===== config.mk =====
export PLATFORM = sky130hd
export DESIGN_NAME = cu_arbiter
export DESIGN_NICKNAME = d
export VERILOG_FILES = /design/src/rtl/cu_arbiter.sv
export SDC_FILE = /design/constraint.sdc
export NUM_CORES = 1
export LEC_CHECK = 0
export ABC_AREA = 1
export ABC_CLOCK_PERIOD_IN_PS = 2380
export CAP_MARGIN = 0
export CORE_MARGIN = 10
export CORE_UTILIZATION = 43
export CTS_BUF_LIST = sky130_fd_sc_hd__clkbuf_4 sky130_fd_sc_hd__clkbuf_8
export DETAILED_ROUTE_END_ITERATION = 8
export PLACE_DENSITY = 0.81
export SYNTH_ARGS = -nofsm -noshare
export SYNTH_HDL_FRONTEND = slang
export SYNTH_SLANG_ARGS = --single-unit

===== constraint.sdc =====
create_clock -name clk -period 2.38 [get_ports clk]
set_input_delay 0.357 -clock clk [delete_from_list [all_inputs] [get_ports clk]]
set_output_delay 0.357 -clock clk [all_outputs]
set_load 0.02 [all_outputs]

===== src/rtl/cu_arbiter.sv =====
// ---------------------------------------------------------------------------
// accel_pkg / cu_arbiter
//
// Purpose: shares a single compute unit between four requesters. Only one
// job is in flight at a time. A round-robin grant picks the next job in
// IDLE. The job is issued to the compute unit and its completion (or a
// timeout) is awaited. The result is then returned to the granted
// requester.
//
// Ports:
//   clk, rst_n         clock; synchronous active-low reset
//   req_valid/ready    per-requester job handshake (ready is a one-hot pulse)
//   req_comp_type/data per-requester operation and operand
//   rsp_valid/ready    per-requester result handshake (valid is one-hot)
//   rsp_data, rsp_err  result payload; rsp_err=1 marks a timeout abort
//   cu_*               interface to the shared compute unit
//   busy               high whenever a job is in progress
//   timeout_cnt        saturating count of timeout aborts
// ---------------------------------------------------------------------------
package accel_pkg;
    typedef logic [31:0] data_t;
    typedef enum logic [1:0] {
        COMP_ADD = 2'd0,
        COMP_SUB = 2'd1,
        COMP_MUL = 2'd2,
        COMP_XOR = 2'd3
    } comp_type_e;
endpackage

module cu_arbiter
    import accel_pkg::*;
#(
    parameter int TIMEOUT_CYC = 1024,
    parameter int N_REQ       = 4
) (
    input  logic             clk,
    input  logic             rst_n,
    input  logic [N_REQ-1:0] req_valid,
    output logic [N_REQ-1:0] req_ready,
    input  comp_type_e       req_comp_type [N_REQ],
    input  data_t            req_data      [N_REQ],
    output logic [N_REQ-1:0] rsp_valid,
    input  logic [N_REQ-1:0] rsp_ready,
    output data_t            rsp_data,
    output logic             rsp_err,
    output logic [1:0]       cu_unit_id,
    output logic             cu_request,
    input  logic             cu_ready,
    input  logic             cu_done,
    output comp_type_e       cu_comp_type,
    output data_t            cu_data_in,
    input  data_t            cu_result,
    output logic             busy,
    output logic [15:0]      timeout_cnt
);

    localparam int CNT_W = (TIMEOUT_CYC > 1) ? $clog2(TIMEOUT_CYC) : 1;
    localparam logic [CNT_W-1:0] CNT_LAST = CNT_W'(TIMEOUT_CYC - 1);

    typedef enum logic [1:0] {
        S_IDLE  = 2'd0,
        S_ISSUE = 2'd1,
        S_WAIT  = 2'd2,
        S_RESP  = 2'd3
    } state_e;

    state_e           state_reg, state_next;
    logic [1:0]       last_grant_reg;
    logic [1:0]       id_reg;
    comp_type_e       comp_reg;
    data_t            data_reg;
    logic [CNT_W-1:0] wait_cnt_reg;
    data_t            rsp_data_reg;
    logic             rsp_err_reg;
    logic [15:0]      timeout_cnt_reg;

    logic [1:0]       winner;
    logic             grant_fire;
    logic             issue_fire;
    logic             done_fire;
    logic             timeout_fire;
    logic             rsp_fire;

    // Round-robin search starting at last_grant+1. Walking the offsets from
    // farthest to nearest lets the nearest requesting candidate overwrite the
    // others, so no early exit is needed.
    always_comb begin
        logic [1:0] cand;
        winner = last_grant_reg;
        cand   = last_grant_reg;
        for (int i = N_REQ; i >= 1; i--) begin
            cand = last_grant_reg + 2'(i);
            if (req_valid[cand]) begin
                winner = cand;
            end
        end
    end

    // While reset is held no job can be accepted, so the accept pulse is
    // suppressed rather than advertising a grant that the state register
    // will discard.
    assign grant_fire   = rst_n && (state_reg == S_IDLE) && (|req_valid);
    assign issue_fire   = (state_reg == S_ISSUE) && cu_ready;
    assign done_fire    = (state_reg == S_WAIT) && cu_done;
    // Completion on the last counted cycle takes precedence over the timeout.
    assign timeout_fire = (state_reg == S_WAIT) && !cu_done && (wait_cnt_reg == CNT_LAST);
    assign rsp_fire     = (state_reg == S_RESP) && rsp_ready[id_reg];

    // State register
    always_ff @(posedge clk) begin
        if (!rst_n) begin
            state_reg <= S_IDLE;
        end else begin
            state_reg <= state_next;
        end
    end

    // Next-state logic
    always_comb begin
        state_next = state_reg;
        unique case (state_reg)
            S_IDLE:  if (|req_valid)                 state_next = S_ISSUE;
            S_ISSUE: if (cu_ready)                   state_next = S_WAIT;
            S_WAIT:  if (cu_done || timeout_fire)    state_next = S_RESP;
            S_RESP:  if (rsp_ready[id_reg])          state_next = S_IDLE;
            default:                                 state_next = S_IDLE;
        endcase
    end

    // Job latches, wait counter, response registers and statistics
    always_ff @(posedge clk) begin
        if (!rst_n) begin
            last_grant_reg  <= 2'd3;
            id_reg          <= 2'd0;
            comp_reg        <= COMP_ADD;
            data_reg        <= '0;
            wait_cnt_reg    <= '0;
            rsp_data_reg    <= '0;
            rsp_err_reg     <= 1'b0;
            timeout_cnt_reg <= '0;
        end else begin
            if (grant_fire) begin
                id_reg   <= winner;
                comp_reg <= req_comp_type[winner];
                data_reg <= req_data[winner];
            end

            if (issue_fire) begin
                wait_cnt_reg <= '0;
            end else if (state_reg == S_WAIT) begin
                wait_cnt_reg <= wait_cnt_reg + 1'b1;
            end

            if (done_fire) begin
                rsp_data_reg <= cu_result;
                rsp_err_reg  <= 1'b0;
            end else if (timeout_fire) begin
                // rsp_data keeps its previous value; the error flag marks it invalid
                rsp_err_reg <= 1'b1;
                if (timeout_cnt_reg != 16'hFFFF) begin
                    timeout_cnt_reg <= timeout_cnt_reg + 16'd1;
                end
            end

            if (rsp_fire) begin
                last_grant_reg <= id_reg;
            end
        end
    end

    // Per-requester handshake outputs
    generate
        for (genvar gi = 0; gi < N_REQ; gi++) begin : g_port
            assign req_ready[gi] = grant_fire && (winner == 2'(gi));
            assign rsp_valid[gi] = (state_reg == S_RESP) && (id_reg == 2'(gi));
        end
    endgenerate

    assign cu_request   = (state_reg == S_ISSUE);
    assign cu_unit_id   = id_reg;
    assign cu_comp_type = comp_reg;
    assign cu_data_in   = data_reg;
    assign rsp_data     = rsp_data_reg;
    assign rsp_err      = rsp_err_reg;
    assign busy         = (state_reg != S_IDLE);
    assign timeout_cnt  = timeout_cnt_reg;

endmodule


==> out/metrics.cfg <==
[final_layout]
diodes=0
layout.cells.non_filler=1372
drive_gt1_frac=0.0702
final_cell_mix=clkdlybuf4s50_1 (269), nand2_1 (215), inv_1 (164), nand3_1 (128), nor2_1 (100)
syn2layout_area_growth_pct=53.1
fin_util=0.674
finalInstanceArea_sq_um=8960
layout_commonest_cell=clkdlybuf4s50_1
layout.nets=1378

[sta]
worstMarginPinSlew_ns=0.636
finalHoldViolCount=0
setup_violations=0
timing.setup.tns_ns=0
min_period_ns=2.21
fmax_mhz=452
hold_ws_ns=0.469
finalCritPeriodShare=0.930
slew_violations=0
fin_ws_ns=0.168
finalClockSkew_ns=0.00686
max_slew_margin=0.572

[die]
core-area_sq_um=13300
die_x_um=137
die_area_sq_um=18700
ioPinCount=275
start_util=0.440
num_rows=42
die_y_um=137

[worst_hold_path]
worstHoldEndpoint=cu_data_in[24]
hold_depth=2
hp-start=cu_data_in[24]
hp-class=flip-flop to flip-flop

[logic_synthesis]
yosys_warnings=0
synth_ff_type=dfxtp_1
synth_nets=1110
async_flop_share=0
synth_edf_count=0
ys_types=39
synth_seq_cells=99
synthCells=923
ys_seq_area_frac=0.339
syn_area_per_cell_sq_um=6.34
syn_area_sq_um=5850

[place]
portBuffers=274
gp_congestion=0.893
dp_slack_ns=-0.325
placed_cells=1356
dp_hpwl_um=16400
place_area_sq_um=8760

[global_route]
gr-total-overflow=0
antenna_found_initial=1
grt_pass1_vias=6057
grt_first_pass_wirelength_um=32300
grt.total_usage=0.217
grt_max_degree=66

[worst_setup_path]
crit_fanout=4
cp-end-kind=output port
r2r_end=timeout_cnt[12]
rr_startpoint=state_reg[0]
start_kind=input pin
r2r_slack_ns=0.24
criticalPathCategory=input pin to output port
arrival_ns=1.86
required_ns=2.02
reg2regPathDepth=12

[drt]
wl_per_cell_um=15.5
first_iter_violations=343
routed_wl_um=21200
vias=6647
drt_first_pass_iters=5
via_per_inst=4.84
antenna_left=0
drcViolationCount=0

[power]
netSwitchingFraction=0.436
p_sw_mw=3.28
pwr-share-comb=0.549
p_per_area_nw_per_um2=841
p_clk_frac=0.152
p_total_mw=7.53
p_int_mw=4.25
pwr-share-seq=0.299
leakage_nw=4.13
vdd_ir_drop_max_uv=509

[clock_tree]
clockBufferDepth=2
clk_pin_slew_worst_paths_ns=0.10
insertion_delay_ns=0.38
cts_tree=built
cts_buffers=9
htree_levels=3
postCtsSetupBuffers=0
cts-root-buf=clkbuf_8
hold_buffers=0
cts.sinks=99

[outcome]
status=complete, no violations

[flow_run]
drv_cap=0

power groups by stage:
stage          registers (mW)  logic [mW]  clock network (mW)
2_1_floorplan            2.71        2.09                   0
3_5_place_dp             2.29        4.17                   0
5_1_grt                  2.30        4.54                1.24
6_report                 2.25        4.14                1.14
3_3_place_gp             2.28        4.14                   0
4_1_cts                  2.25        4.18                1.17
layout make-up:
| cell class | count | area (sq um) |
|---|---|---|
| Clock buffer | 11 | 151 |
| Timing Repair Buffer | 298 | 2910 |
| Clock inverter | 5 | 51.3 |
| Fill cell | 1197 | 4340 |
| Tap cell | 176 | 220 |
| Sequential cell | 99 | 1990 |
| Inverter | 172 | 648 |
| Multi-Input combinational cell | 611 | 2990 |
worst max-delay path by stage:
stage	start	to	cells past startpoint
2_1_floorplan	state_reg[0]	req_ready[0]	9
3_3_place_gp	req_valid[3]	req_ready[2]	12
3_5_place_dp	req_valid[3]	req_ready[2]	12
4_1_cts	last_grant_reg[0]	req_ready[2]	12
5_1_grt	last_grant_reg[0]	req_ready[2]	11
6_report	req_valid[3]	req_ready[2]	12
timing repair:
item / in CTS / in global routing
cloned: 0 / 0
resized for setup: 12 / 9
endpoints found under the setup margin: 4 / 4
synthesized netlist by cell type, types with 2 or more instances:
cell type  instances  share of area
buf_1              4         0.0026
nand2_4            4         0.0077
nor3b_1            3         0.0038
nand4_1            8         0.0086
o211ai_2           8          0.017
nor3_1            19          0.016
inv_1            164           0.11
xnor2_1            2         0.0030
nand3b_1          17          0.022
buf_2             13          0.011
nand3_1          128           0.11
o211ai_1           4         0.0051
nand2_1          215           0.14
inv_2              6         0.0038
nand2_2            9         0.0096
dfxtp_1           99           0.34
buf_6              6          0.012
o21ai_0           46          0.039
nor4_1             2         0.0021
clkbuf_1          12         0.0077
nor2_8             2         0.0068
buf_4              6         0.0077
ha_1               7          0.015
nor2_1           101          0.065
a21oi_1           22          0.019
a31oi_1            3         0.0032
metal layers:
metal | GRT usage | routed length [um] | vias to the layer above
met3 | 0.0700 | 2470 | 42
li1 | - | - | 3414
met2 | 0.356 | 9880 | 276
met4 | 0.0787 | 587 | 2
met5 | 0 | 1 | -
met1 | 0.258 | 8290 | 2913
cell families (layout without fill, tap and decap cells):
family | Yosys count | after routing | synth area share
buffers and inverters | 213 | 486 | 0.151
xor gates and xnor gates | 3 | 3 | 0.00449
DFF | 99 | 99 | 0.339
AOI/OAI and AO/OA | 88 | 88 | 0.0909
and+or+nand+nor | 513 | 513 | 0.399
adders and majority gates | 7 | 7 | 0.0150
worst max-delay path, cell delays in order:
cell and delay (ns):
clkdlybuf4s50_1 0.54, nand2_1 0.08, nand2_1 0.09, nand2_2 0.06, nand3_1 0.06, clkinv_1 0.07, nand2_2 0.12, nand2_4 0.07
nor2_4 0.10, inv_1 0.06, nor2_1 0.10, buf_4 0.16
(Power assumes the default switching activity.)
